`src/rtl/ifetch_queue.sv`:
```
`default_nettype none
// ============================================================================
// Module   : ifetch_queue
// Purpose  : Instruction prefetch FIFO between variable-latency memory and
//            decode, with redirect flush. Optional macro IFQ_ERR_EN adds a
//            sticky protocol error flag.
// Revision : 1.0
// ============================================================================
module ifetch_queue #(
    parameter int          DEPTH    = 4,
    parameter int          MAX_OUT  = 2,
    parameter logic [15:0] RESET_PC = 16'h0000
) (
    input  logic        clk,
    input  logic        rst,
    output logic        mem_req,
    output logic [15:0] mem_addr,
    input  logic        mem_gnt,
    input  logic        mem_rvalid,
    input  logic [15:0] mem_rdata,
    output logic        out_valid,
    output logic [15:0] out_instr,
    output logic [15:0] out_pc2,
    input  logic        out_ready,
    input  logic        redirect,
    input  logic [15:0] redirect_pc,
    input  logic        halt,
    output logic        err
);

    localparam int PW = $clog2(DEPTH);
    localparam int CW = PW + 1;
    localparam logic [CW-1:0] c_max_out = CW'(MAX_OUT);
    localparam logic [CW-1:0] c_full    = CW'(DEPTH);
    localparam logic [CW:0]   c_depth   = (CW+1)'(DEPTH);

    typedef enum logic [1:0] {
        ST_IDLE   = 2'd0,
        ST_FETCH  = 2'd1,
        ST_HALTED = 2'd2
    } state_t;

    state_t        state_q, state_d;
    logic [15:0]   fetch_pc_q, fetch_pc_d;
    logic [15:0]   resp_pc_q, resp_pc_d;
    logic [CW-1:0] count_q, count_d;
    logic [CW-1:0] outst_q, outst_d;
    logic [CW-1:0] drop_q, drop_d;
    logic [PW-1:0] wr_ptr_q, wr_ptr_d;
    logic [PW-1:0] rd_ptr_q, rd_ptr_d;
    logic [15:0]   instr_q [DEPTH];
    logic [15:0]   pc2_q   [DEPTH];

    logic          w_redir;
    logic [CW:0]   w_occ;
    logic          w_req;
    logic          w_grant;
    logic          w_push;
    logic          w_pop;

    assign w_redir = redirect & (state_q != ST_IDLE);
    // Slots already reserved: buffered entries plus requests still in flight.
    assign w_occ   = {1'b0, count_q} + {1'b0, outst_q};
    assign w_req   = (state_q == ST_FETCH) & ~redirect & ~halt
                   & (outst_q < c_max_out) & (w_occ < c_depth);
    assign w_grant = w_req & mem_gnt;
    assign w_push  = mem_rvalid & (drop_q == '0) & ~w_redir & (count_q != c_full);
    assign w_pop   = (count_q != '0) & out_ready & ~w_redir;

    assign mem_req   = w_req;
    assign mem_addr  = fetch_pc_q;
    assign out_valid = (count_q != '0);
    assign out_instr = instr_q[rd_ptr_q];
    assign out_pc2   = pc2_q[rd_ptr_q];

    always_comb begin
        state_d    = state_q;
        fetch_pc_d = fetch_pc_q;
        resp_pc_d  = resp_pc_q;
        count_d    = count_q;
        outst_d    = outst_q;
        drop_d     = drop_q;
        wr_ptr_d   = wr_ptr_q;
        rd_ptr_d   = rd_ptr_q;

        if (w_grant) begin
            fetch_pc_d = fetch_pc_q + 16'd2;
            outst_d    = outst_d + 1'b1;
        end
        if (mem_rvalid && (outst_q != '0)) begin
            outst_d = outst_d - 1'b1;
        end
        if (mem_rvalid && (drop_q != '0)) begin
            drop_d = drop_q - 1'b1;
        end
        if (w_push) begin
            resp_pc_d = resp_pc_q + 16'd2;
            wr_ptr_d  = wr_ptr_q + 1'b1;
        end
        if (w_pop) begin
            rd_ptr_d = rd_ptr_q + 1'b1;
        end
        case ({w_push, w_pop})
            2'b10:   count_d = count_q + 1'b1;
            2'b01:   count_d = count_q - 1'b1;
            default: count_d = count_q;
        endcase

        case (state_q)
            ST_IDLE:   state_d = ST_FETCH;
            ST_FETCH:  if (halt) state_d = ST_HALTED;
            ST_HALTED: state_d = ST_HALTED;
            default:   state_d = ST_IDLE;
        endcase

        // Redirect overrides everything; responses still in flight are
        // counted into drop so they are discarded when they return.
        if (w_redir) begin
            state_d    = ST_FETCH;
            count_d    = '0;
            wr_ptr_d   = '0;
            rd_ptr_d   = '0;
            fetch_pc_d = {redirect_pc[15:1], 1'b0};
            resp_pc_d  = {redirect_pc[15:1], 1'b0};
            drop_d     = outst_d;
        end
    end

    always_ff @(posedge clk or negedge rst) begin
        if (!rst) begin
            state_q    <= ST_IDLE;
            fetch_pc_q <= RESET_PC;
            resp_pc_q  <= RESET_PC;
            count_q    <= '0;
            outst_q    <= '0;
            drop_q     <= '0;
            wr_ptr_q   <= '0;
            rd_ptr_q   <= '0;
        end else begin
            state_q    <= state_d;
            fetch_pc_q <= fetch_pc_d;
            resp_pc_q  <= resp_pc_d;
            count_q    <= count_d;
            outst_q    <= outst_d;
            drop_q     <= drop_d;
            wr_ptr_q   <= wr_ptr_d;
            rd_ptr_q   <= rd_ptr_d;
        end
    end

    always_ff @(posedge clk) begin
        if (w_push) begin
            instr_q[wr_ptr_q] <= mem_rdata;
            pc2_q[wr_ptr_q]   <= resp_pc_q + 16'd2;
        end
    end

`ifdef IFQ_ERR_EN
    logic err_q, err_d;

    always_comb begin
        err_d = err_q | (mem_rvalid & (outst_q == '0)) | (mem_gnt & ~w_req);
    end

    always_ff @(posedge clk or negedge rst) begin
        if (!rst) begin
            err_q <= 1'b0;
        end else begin
            err_q <= err_d;
        end
    end

    assign err = err_q;
`else
    assign err = 1'b0;
`endif

endmodule
`default_nettype wire

```
`config.mk`:
```
export PLATFORM = sky130hd
export DESIGN_NAME = ifetch_queue
export DESIGN_NICKNAME = d
export VERILOG_FILES = /design/src/rtl/ifetch_queue.sv
export SDC_FILE = /design/constraint.sdc
export NUM_CORES = 1
export LEC_CHECK = 0
export BUFFER_PORTS_ARGS = -buffer_cell sky130_fd_sc_hd__buf_2
export CORE_UTILIZATION = 30
export DETAILED_ROUTE_END_ITERATION = 7
export PLACE_DENSITY_LB_ADDON = 0.12
export SETUP_SLACK_MARGIN = 0.02
export SYNTH_ARGS = -nofsm -noshare
export SYNTH_HDL_FRONTEND = slang
export SYNTH_SLANG_ARGS = --single-unit
```
`constraint.sdc`:
```
create_clock -name clk -period 6.61 [get_ports clk]
set_input_delay 0.661 -clock clk [delete_from_list [all_inputs] [get_ports clk]]
set_output_delay 0.661 -clock clk [all_outputs]
set_load 0.1 [all_outputs]
```
==> results by stage <==
Worst setup path:
- In this run the register-to-register setup slack is 3.60 ns.
- The number of cells on the worst reg-to-reg path is 8.
- The start-to-end type of the worst setup path is reg -> out.
- The worst-path maximum fanout is 7.
- The critical register-to-register path endpoint is drop_q[1].
- The source of the worst register-to-register timing path is count_q[2].
- The data required time at the worst endpoint is 5.95 ns.
- STA puts the critical path data arrival time at 2.53 ns.
- The startpoint of the most critical setup path is count_q[2].
- The capturing element type of the critical path is an output port.
- STA classifies the critical path startpoint as a flip-flop.

Yosys:
- The average footprint of a synthesized cell is 15.2 um^2.
- Synthesis inferred 169 register bits.
- The number of enable flip-flop cells after synthesis is 124.
- The number of distinct standard cells referenced by the synthesized netlist is 50.
- The area share of the largest cell type after synthesis is 50.1%.
- Summed over all instances, the cell type with the most area after synthesis is sky130_fd_sc_hd__edfxtp_1.
- The sequential fraction of the synthesis area is 65.3%.
- The number of warning messages in the yosys log is 0.
- The flip-flop cell with the highest count after synthesis is sky130_fd_sc_hd__edfxtp_1.
- The share of async-settable or async-resettable flops after synthesis is 26.6%.
- Sorting the synthesized cells by area gives the leading types as sky130_fd_sc_hd__edfxtp_1 50%, sky130_fd_sc_hd__dfrtp_1 15%, sky130_fd_sc_hd__mux4_2 9.4%.
- Ranked by instance count, the synthesized netlist is headed by 124 x sky130_fd_sc_hd__edfxtp_1, 45 x sky130_fd_sc_hd__dfrtp_1, 31 x sky130_fd_sc_hd__mux4_2, 26 x sky130_fd_sc_hd__nor2_1, 22 x sky130_fd_sc_hd__nand2_1.
- The cell area after synthesis is 7430 um^2.
- Among all cell types in the netlist, the one instantiated most often is sky130_fd_sc_hd__edfxtp_1.
- Counting every instance in the synthesized netlist gives 490.

CTS:
- For this design, the CTS-stage hold fixing added 0 buffers.
- The H-tree was split into 4 levels.
- The tree is rooted in a sky130_fd_sc_hd__clkbuf_16.
- The clock latency of the later-clocked register in the worst-skew pair is 0.42 ns.
- In this run the post-CTS setup repair buffer count came out at 0.
- The clock-pin transition on the worst setup and hold timing paths is 0.07 ns.
- The post-cts resize count is 0.
- Counting along the longest clock path gives a buffer depth of 2.
- The number of buffers created by CTS is 17.
- The count of clock tree sinks is 169.
- TritonCTS built the clock tree.

Placed design:
- The placer congestion estimate is 0.777.
- The quantity of I/O buffers inserted on ports is 85.
- The setup slack at placement is 3.61 ns.
- The wire-length estimate of the detail-placed layout is 10100 um.

Timing:
- The maximum clock frequency is 313 MHz.
- The final period demand of the worst path is 3.19 ns.
- The final-report hold violation count is 0.
- Across all setup checks in the final design, the least slack found is 3.42 ns.
- For the pin with the worst max-slew slack, the measured transition is 0.889 ns.
- The number of pins exceeding their max-slew limit in the final report came to 0.
- The worst pin sits at a relative slew slack of 40.7%.
- The clock skew is 0.00813 ns.
- The final-layout setup total negative slack is 0 ns.
- Setup repair after global routing left no endpoint under its margin.
- The number of endpoints failing setup at the final stage is 0.
- The part of the cycle the worst path needs is 48.3%.

Detailed routing:
- The final antenna-violating net count is 0.
- After detailed routing, the average wire length per cell comes to 17.1 um.
- The routed design has 15500 um of wire.
- The via density per instance is 4.81.
- The total via count in the routed design is 4385.
- The detailed router finished its first iteration with 238 violations.
- The detailed-routing iteration count for the pre-antenna-repair pass is 4.
- The count of unresolved DRC violations after routing is 0.

GRT:
- The global route total overflow is 0.
- Entering global routing, the biggest net connects 49 pins.
- The number of antenna violations at the first check in global routing came to 0.
- The wire length of the first global-routing pass is 25100 um.
- Across every metal layer, demand over resource in global routing totals 13.0%.
- The via count of the first global-routing pass is 4733.

Floorplanning:
- The die is 159 um tall.
- The die covers 25400 um^2.
- The floorplan has 57 rows.
- The I/O pin count is 90.
- The die is 159 um wide.
- The initial utilization of the core area, before any placement, comes to 30.5%.
- The floorplan step defined a core boundary enclosing 24300 um^2.

Min path:
- The worst min-delay path category is in -> async.

Cells and area:
- The layout has 2367 filler cells.
- The share of cells above drive strength 1 is 28.6%.
- The count of nets after finishing is 630.
- 0 antenna diodes ended up in the layout.
- The layout-stage area growth over the synthesis result is 18.8%.

Flow run:
- Across the run, the number of max-cap violations was 0.

Status:
- The flow ran to the end, and the final reports show no timing, DRC or antenna violations.
==> cell families (layout without fill, tap and decap cells) <==
| group | Yosys count | after routing | share of synthesized area (%) |
|---|---|---|---|
| AO/OA/AOI/OAI | 63 | 63 | 5.34 |
| AND/OR/NAND/NOR | 127 | 127 | 9.64 |
| adder cells (fa/ha/maj) | 17 | 17 | 2.97 |
| XOR/XNOR | 28 | 28 | 3.49 |
| flip-flops | 169 | 169 | 65.3 |
| buffers and inverters | 45 | 140 | 2.56 |
| multiplexers | 40 | 40 | 10.6 |
| other | 1 | 3 | 0.0505 |
==> metrics by stage <==
step	cell area [um^2]	hold WS [ns]	utilization, %	instances
after floorplan	7430	0.365	-	492
after global placement	8200	0.537	33.7	879
after detailed placement	8200	0.567	33.7	879
after CTS	8820	0.342	36.3	911
after global routing	8820	0.364	36.3	911
final	8820	0.324	36.3	911
==> cell usage in the layout (no fill, tap or decap), types with 4 or more instances in the layout <==
cell / Yosys / routed
sky130_fd_sc_hd__nor2_1: 26 / 26
sky130_fd_sc_hd__xor2_1: 11 / 11
sky130_fd_sc_hd__o41ai_1: 4 / 4
sky130_fd_sc_hd__nor3_1: 7 / 7
sky130_fd_sc_hd__and3_2: 0 / 4
sky130_fd_sc_hd__nand3_1: 10 / 10
sky130_fd_sc_hd__inv_8: 0 / 8
sky130_fd_sc_hd__or3_1: 6 / 6
sky130_fd_sc_hd__o31ai_1: 7 / 7
sky130_fd_sc_hd__mux4_2: 31 / 31
sky130_fd_sc_hd__or4_1: 9 / 9
sky130_fd_sc_hd__dfrtp_1: 45 / 44
sky130_fd_sc_hd__ha_1: 16 / 16
sky130_fd_sc_hd__a31oi_1: 19 / 19
sky130_fd_sc_hd__o21ai_0: 11 / 11
sky130_fd_sc_hd__and4_1: 4 / 4
sky130_fd_sc_hd__buf_2: 2 / 85
sky130_fd_sc_hd__a21oi_1: 14 / 14
sky130_fd_sc_hd__mux2i_1: 7 / 7
sky130_fd_sc_hd__inv_1: 17 / 17
sky130_fd_sc_hd__buf_4: 3 / 6
sky130_fd_sc_hd__nand4_1: 10 / 10
sky130_fd_sc_hd__edfxtp_1: 124 / 124
sky130_fd_sc_hd__nor4_1: 4 / 4
sky130_fd_sc_hd__clkbuf_16: 0 / 17
sky130_fd_sc_hd__nand2_1: 22 / 22
sky130_fd_sc_hd__xnor2_1: 16 / 16
sky130_fd_sc_hd__nand2b_1: 4 / 4
==> worst max-delay path, cell delays in order, from the launching register on <==
cell	delay (ns)
sky130_fd_sc_hd__dfrtp_1	0.46
sky130_fd_sc_hd__ha_1	0.31
sky130_fd_sc_hd__or4b_1	0.66
sky130_fd_sc_hd__nor3_1	0.22
sky130_fd_sc_hd__buf_2	0.46
==> flip-flops by register name, indices dropped and copies added, names as in the netlist <==
| signal | count |
|---|---|
| outst_q | 3 |
| pc2_q | 60 |
| resp_pc_q | 15 |
| drop_q | 3 |
| mem_addr | 15 |
| count_q | 3 |
| state_q | 2 |
| instr_q | 64 |
| rd_ptr_q | 2 |
| wr_ptr_q | 2 |
==> how the worst max path moves through the flow <==
stage,to,slack (ns),cells past startpoint
6_report,mem_req,3.42,4
5_1_grt,mem_req,3.32,4
4_1_cts,mem_req,3.38,4
3_5_place_dp,drop_q[1],3.61,8
3_3_place_gp,outst_q[2],3.61,10
2_1_floorplan,mem_req,2.57,4
==> area by class of cell <==
| class | count | area [um^2] | share of cell area (%) |
|---|---|---|---|
| Timing Repair Buffer | 91 | 470 | 5.33 |
| Inverter | 17 | 63.8 | 0.723 |
| Tap cell | 324 | 405 | 4.60 |
| Sequential cell | 169 | 4850 | 55.0 |
| Clock inverter | 15 | 200 | 2.27 |
| Multi-Input combinational cell | 278 | 2400 | 27.3 |
| Clock buffer | 17 | 425 | 4.82 |
==> layer usage <==
metal | track usage [%] | wire length [um]
met1 | 16.9 | 7250
met2 | 21.1 | 7440
met3 | 3.57 | 756
met4 | 3.76 | 99
met5 | 0 | 0
Power is not shown: default switching activity piles up to over one toggle a cycle in this logic, so the estimate is an artifact.
